[src/rtl/sync_filter_bank.sv]
// Per-channel synchronizer + glitch filter with optional edge pulses.
// Define SYNC_FILTER_BANK_EDGE_EN to enable o_rise/o_fall.
module sync_filter_bank #(
  parameter int   WIDTH     = 4,
  parameter int   STAGES    = 3,
  parameter int   FILT_LEN  = 4,
  parameter logic RESET_VAL = 1'b0
) (
  input  logic             i_clk,
  input  logic             i_rst_n,
  input  logic [WIDTH-1:0] i_signal,
  output logic [WIDTH-1:0] o_signal,
  output logic [WIDTH-1:0] o_rise,
  output logic [WIDTH-1:0] o_fall
);

  localparam int CW = $clog2(FILT_LEN + 1);
  localparam logic [CW-1:0] LAST = CW'(FILT_LEN - 1);

  for (genvar n = 0; n < WIDTH; n++) begin : g_ch
    logic [STAGES-1:0] chain;
    logic [CW-1:0]     cnt;
    logic              level;
    logic              sync;
    logic              load;

    assign sync = chain[STAGES-1];
    // Level flips once the disagreement has lasted FILT_LEN edges.
    assign load = (sync != level) && (cnt == LAST);

    always_ff @(posedge i_clk) begin
      if (!i_rst_n) begin
        chain <= {STAGES{RESET_VAL}};
        cnt   <= '0;
        level <= RESET_VAL;
      end else begin
        chain <= {chain[STAGES-2:0], i_signal[n]};
        if (sync == level || load) begin
          cnt <= '0;
        end else begin
          cnt <= cnt + CW'(1);
        end
        if (load) begin
          level <= sync;
        end
      end
    end

    assign o_signal[n] = level;

`ifdef SYNC_FILTER_BANK_EDGE_EN
    logic rise;
    logic fall;

    always_ff @(posedge i_clk) begin
      if (!i_rst_n) begin
        rise <= 1'b0;
        fall <= 1'b0;
      end else begin
        rise <= load & sync;
        fall <= load & ~sync;
      end
    end

    assign o_rise[n] = rise;
    assign o_fall[n] = fall;
`endif
  end

`ifndef SYNC_FILTER_BANK_EDGE_EN
  assign o_rise = '0;
  assign o_fall = '0;
`endif

endmodule

[config.mk]
export PLATFORM = sky130hd
export DESIGN_NAME = sync_filter_bank
export DESIGN_NICKNAME = d
export VERILOG_FILES = /design/src/rtl/sync_filter_bank.sv
export SDC_FILE = /design/constraint.sdc
export NUM_CORES = 1
export LEC_CHECK = 0
export CORE_MARGIN = 4
export CORE_UTILIZATION = 35
export DETAILED_ROUTE_END_ITERATION = 10
export PLACE_DENSITY = 0.57
export SLEW_MARGIN = 20
export SYNTH_ARGS = -nofsm -noshare
export SYNTH_HDL_FRONTEND = slang
export SYNTH_SLANG_ARGS = --single-unit
[constraint.sdc]
create_clock -name i_clk -period 2 [get_ports i_clk]
set_clock_uncertainty 0.1 [all_clocks]
set_input_delay 0.4 -clock i_clk [delete_from_list [all_inputs] [get_ports i_clk]]
set_output_delay 0.4 -clock i_clk [all_outputs]
set_load 0.005 [all_outputs]
==> run metrics <==
result of the run=complete, no violations; floorplan row count=20; final weighted congestion of routability-driven global placement=0.6842; Setup crit start kind=flop; arrival time at the worst endpoint=1.23 ns; Cells after Synth=91; DP Cell Count=138; Reg2Reg Capture Point=g_ch[3].cnt[2]$_SDFF_PP0_; clk buf depth=2; leak pwr=0.4536 nW; count of buffer and inverter cells on the critical path=1; least setup slack across all paths after layout=0.2673 ns; Starting Density=36.45%; detailed-route via count=565; synthesized area per cell=12.13 sq um; Fin. Hold Viols=0; leading cell type in the layout, fill and taps excluded=sky130_fd_sc_hd__dfxtp_1; global-route wire length before repair=2235 microns; Max Transition Viols Final=0; Routed WL per cell=9.077 microns; startpoint of the most critical register-to-register path=g_ch[3].cnt[0]$_SDFF_PP0_; end of the worst hold path=g_ch[3].chain[2]$_SDFF_PN0_; later-pin clock latency in the skew report=0.32 ns; number of setup buffers added after CTS=0; part of the Yosys area used for sequential elements=50.79%; Slowest Stage Delay on Critical Path=0.52 ns; hold buffer count at cts=0; number of detailed-routing iterations run before antenna repair=2; ratio of total power to cell area=715.9 nW/um^2; number of setup violations in the final report=0; vertical die dimension=64.15 microns; worst hold slack=0.3484 ns; Core Footprint=3028 sq um; PortBufs=9; Hold Path Origin=g_ch[3].chain[1]$_SDFF_PN0_; post-detailed-routing wire length=1289 microns; total clock buffers created by CTS=3; Horiz. Die Dim=64.15 microns; Synth Cell Area=1104 sq um; post-cts repair resize count=0; drc violations=0; Period Utilization, post-route=86.64%; worst slack at placement=0.4572 ns; Cell Chain, Critical Path=clkdlybuf4s50_1; die footprint=4115 sq um; Synthesis Warnings=0; Final Instance Count excl. Fillers=142; reg-to-reg setup timing slack=0.73 ns; ant diodes=0; critical path capture point type=primary output; total power consumption of the routed design=873.3 uW; minimum clock period=1.733 ns; Crit path required time=1.50 ns; number of top-level design ports=18; Worst Path Class, Setup=flop to primary output; largest delay contributor family on the critical path=buffers and inverters; Overflow after GRT=0; setup repair after global routing missed its margin=no; Sinks on Clock Net=28; R2R cell count=3; CTS HTree Levels=1; maximum fanout along the worst path=3; Detailed Place HPWL=915.4 microns; highest achievable clock rate=0.5771 GHz; Max Cap Violations=0; growth of design area from synthesis to finish=10.54%; number of nets in the finished design=113; clock transition at the register clock pins on the worst setup and hold paths after CTS=0.14 ns; Total GRT Usage=7.098%; maximum vdd drop=0.5490 mV; pin count of the biggest net entering global routing=29; fraction of layout instances using a drive strength above 1=12.24%; highest-count cells in the layout ignoring fill and taps=sky130_fd_sc_hd__dfxtp_1, sky130_fd_sc_hd__and2_1, sky130_fd_sc_hd__clkdlybuf4s50_1; initial drt markers=10; Hold Path Class=flop to flop; initial antenna violation count=0; Antenna Violating Nets Remaining=0; vias per std cell=3.979; root cell of the clock tree=sky130_fd_sc_hd__clkbuf_4; number of distinct library cells after synthesis=16; clock tree from TritonCTS=built; CP max-delay cell=sky130_fd_sc_hd__clkdlybuf4s50_1; number of stages on the worst hold path=1; synthesized flop and latch total=28; via count of the first global-routing pass=528; final total negative setup slack=0 ns
[cell families (layout without fill, tap and decap cells)]
family | after synthesis | in the layout | synth area share [%]
muxes | 4 | 4 | 3.628
and+or+nand+nor | 28 | 28 | 22.68
buffers and inverters | 18 | 18 | 10.32
xor gates and xnor gates | 4 | 4 | 3.174
DFF | 28 | 28 | 50.79
adders and majority gates | 8 | 8 | 9.071
other | 1 | 8 | 0.3398
[layer usage]
metal	global-route usage [%]	vias to the layer above	share of wire [%]
met2	9.677	13	42
li1	-	296	-
met4	3.958	0	1.4
met5	0	-	0
met3	3.691	2	6.2
met1	8.874	254	50
[registers in the layout, summed over array words and instances (netlist names)]
| register | count |
|---|---|
| g_ch.chain | 12 |
| g_ch.cnt | 12 |
| g_ch.level | 4 |
[cell usage after synthesis]
| library cell | n | area, sq um |
|---|---|---|
| sky130_fd_sc_hd__nor4bb_2 | 1 | 16.27 |
| sky130_fd_sc_hd__nor4bb_1 | 2 | 20.02 |
| sky130_fd_sc_hd__dfxtp_1 | 28 | 560.5 |
| sky130_fd_sc_hd__nor4b_2 | 5 | 75.07 |
| sky130_fd_sc_hd__nor4b_1 | 3 | 26.28 |
| sky130_fd_sc_hd__nor2b_1 | 4 | 25.02 |
| sky130_fd_sc_hd__buf_2 | 1 | 5.000 |
| sky130_fd_sc_hd__clkbuf_1 | 1 | 3.750 |
| sky130_fd_sc_hd__xnor2_1 | 4 | 35.03 |
| sky130_fd_sc_hd__and2_1 | 12 | 75.07 |
| sky130_fd_sc_hd__conb_1 | 1 | 3.750 |
| sky130_fd_sc_hd__mux2i_1 | 4 | 40.04 |
| sky130_fd_sc_hd__and4bb_2 | 1 | 12.51 |
| sky130_fd_sc_hd__ha_1 | 8 | 100.1 |
| sky130_fd_sc_hd__buf_4 | 12 | 90.09 |
| sky130_fd_sc_hd__inv_1 | 4 | 15.01 |
[metrics by stage]
| stage | util, % | cell area, sq um |
|---|---|---|
| 2_1_floorplan | - | 1130 |
| 3_3_place_gp | 39.09 | 1184 |
| 3_5_place_dp | 39.09 | 1184 |
| 4_1_cts | 40.29 | 1220 |
| 5_1_grt | 40.29 | 1220 |
| 6_report | 40.29 | 1220 |
[worst max path at each step]
stage | startpoint | endpoint | slack, ns | cells past startpoint
after floorplan | g_ch[1].cnt[0]$_SDFF_PP0_ | g_ch[1].cnt[2]$_SDFF_PP0_ | 0.81 | 3
after global placement | i_rst_n | g_ch[3].cnt[2]$_SDFF_PP0_ | 0.49 | 3
after detailed placement | i_rst_n | g_ch[0].cnt[0]$_SDFF_PP0_ | 0.46 | 3
after CTS | g_ch[0].level$_SDFFE_PN0P_ | o_signal[0] | 0.25 | 1
after global routing | g_ch[2].level$_SDFFE_PN0P_ | o_signal[2] | 0.20 | 1
final | g_ch[2].level$_SDFFE_PN0P_ | o_signal[2] | 0.27 | 1
[cell type report]
| type | count | area, sq um |
|---|---|---|
| clock buffer | 4 | 36.28 |
| fill | 296 | 1808 |
| inverter | 4 | 15.01 |
| multi-input combinational | 52 | 455.4 |
| sequential | 28 | 560.5 |
| tap | 44 | 55.05 |
| timing repair buffer | 10 | 97.59 |
[power breakdown]
group | internal (mW) | total [mW] | leakage, nW | switching [mW]
sequential | 0.569 | 0.572 | 0.228 | 0.00357
clock | 0.111 | 0.264 | 0.0210 | 0.153
combinational | 0.0219 | 0.0369 | 0.205 | 0.0150
Note: power is estimated with default switching activity, not from simulation.
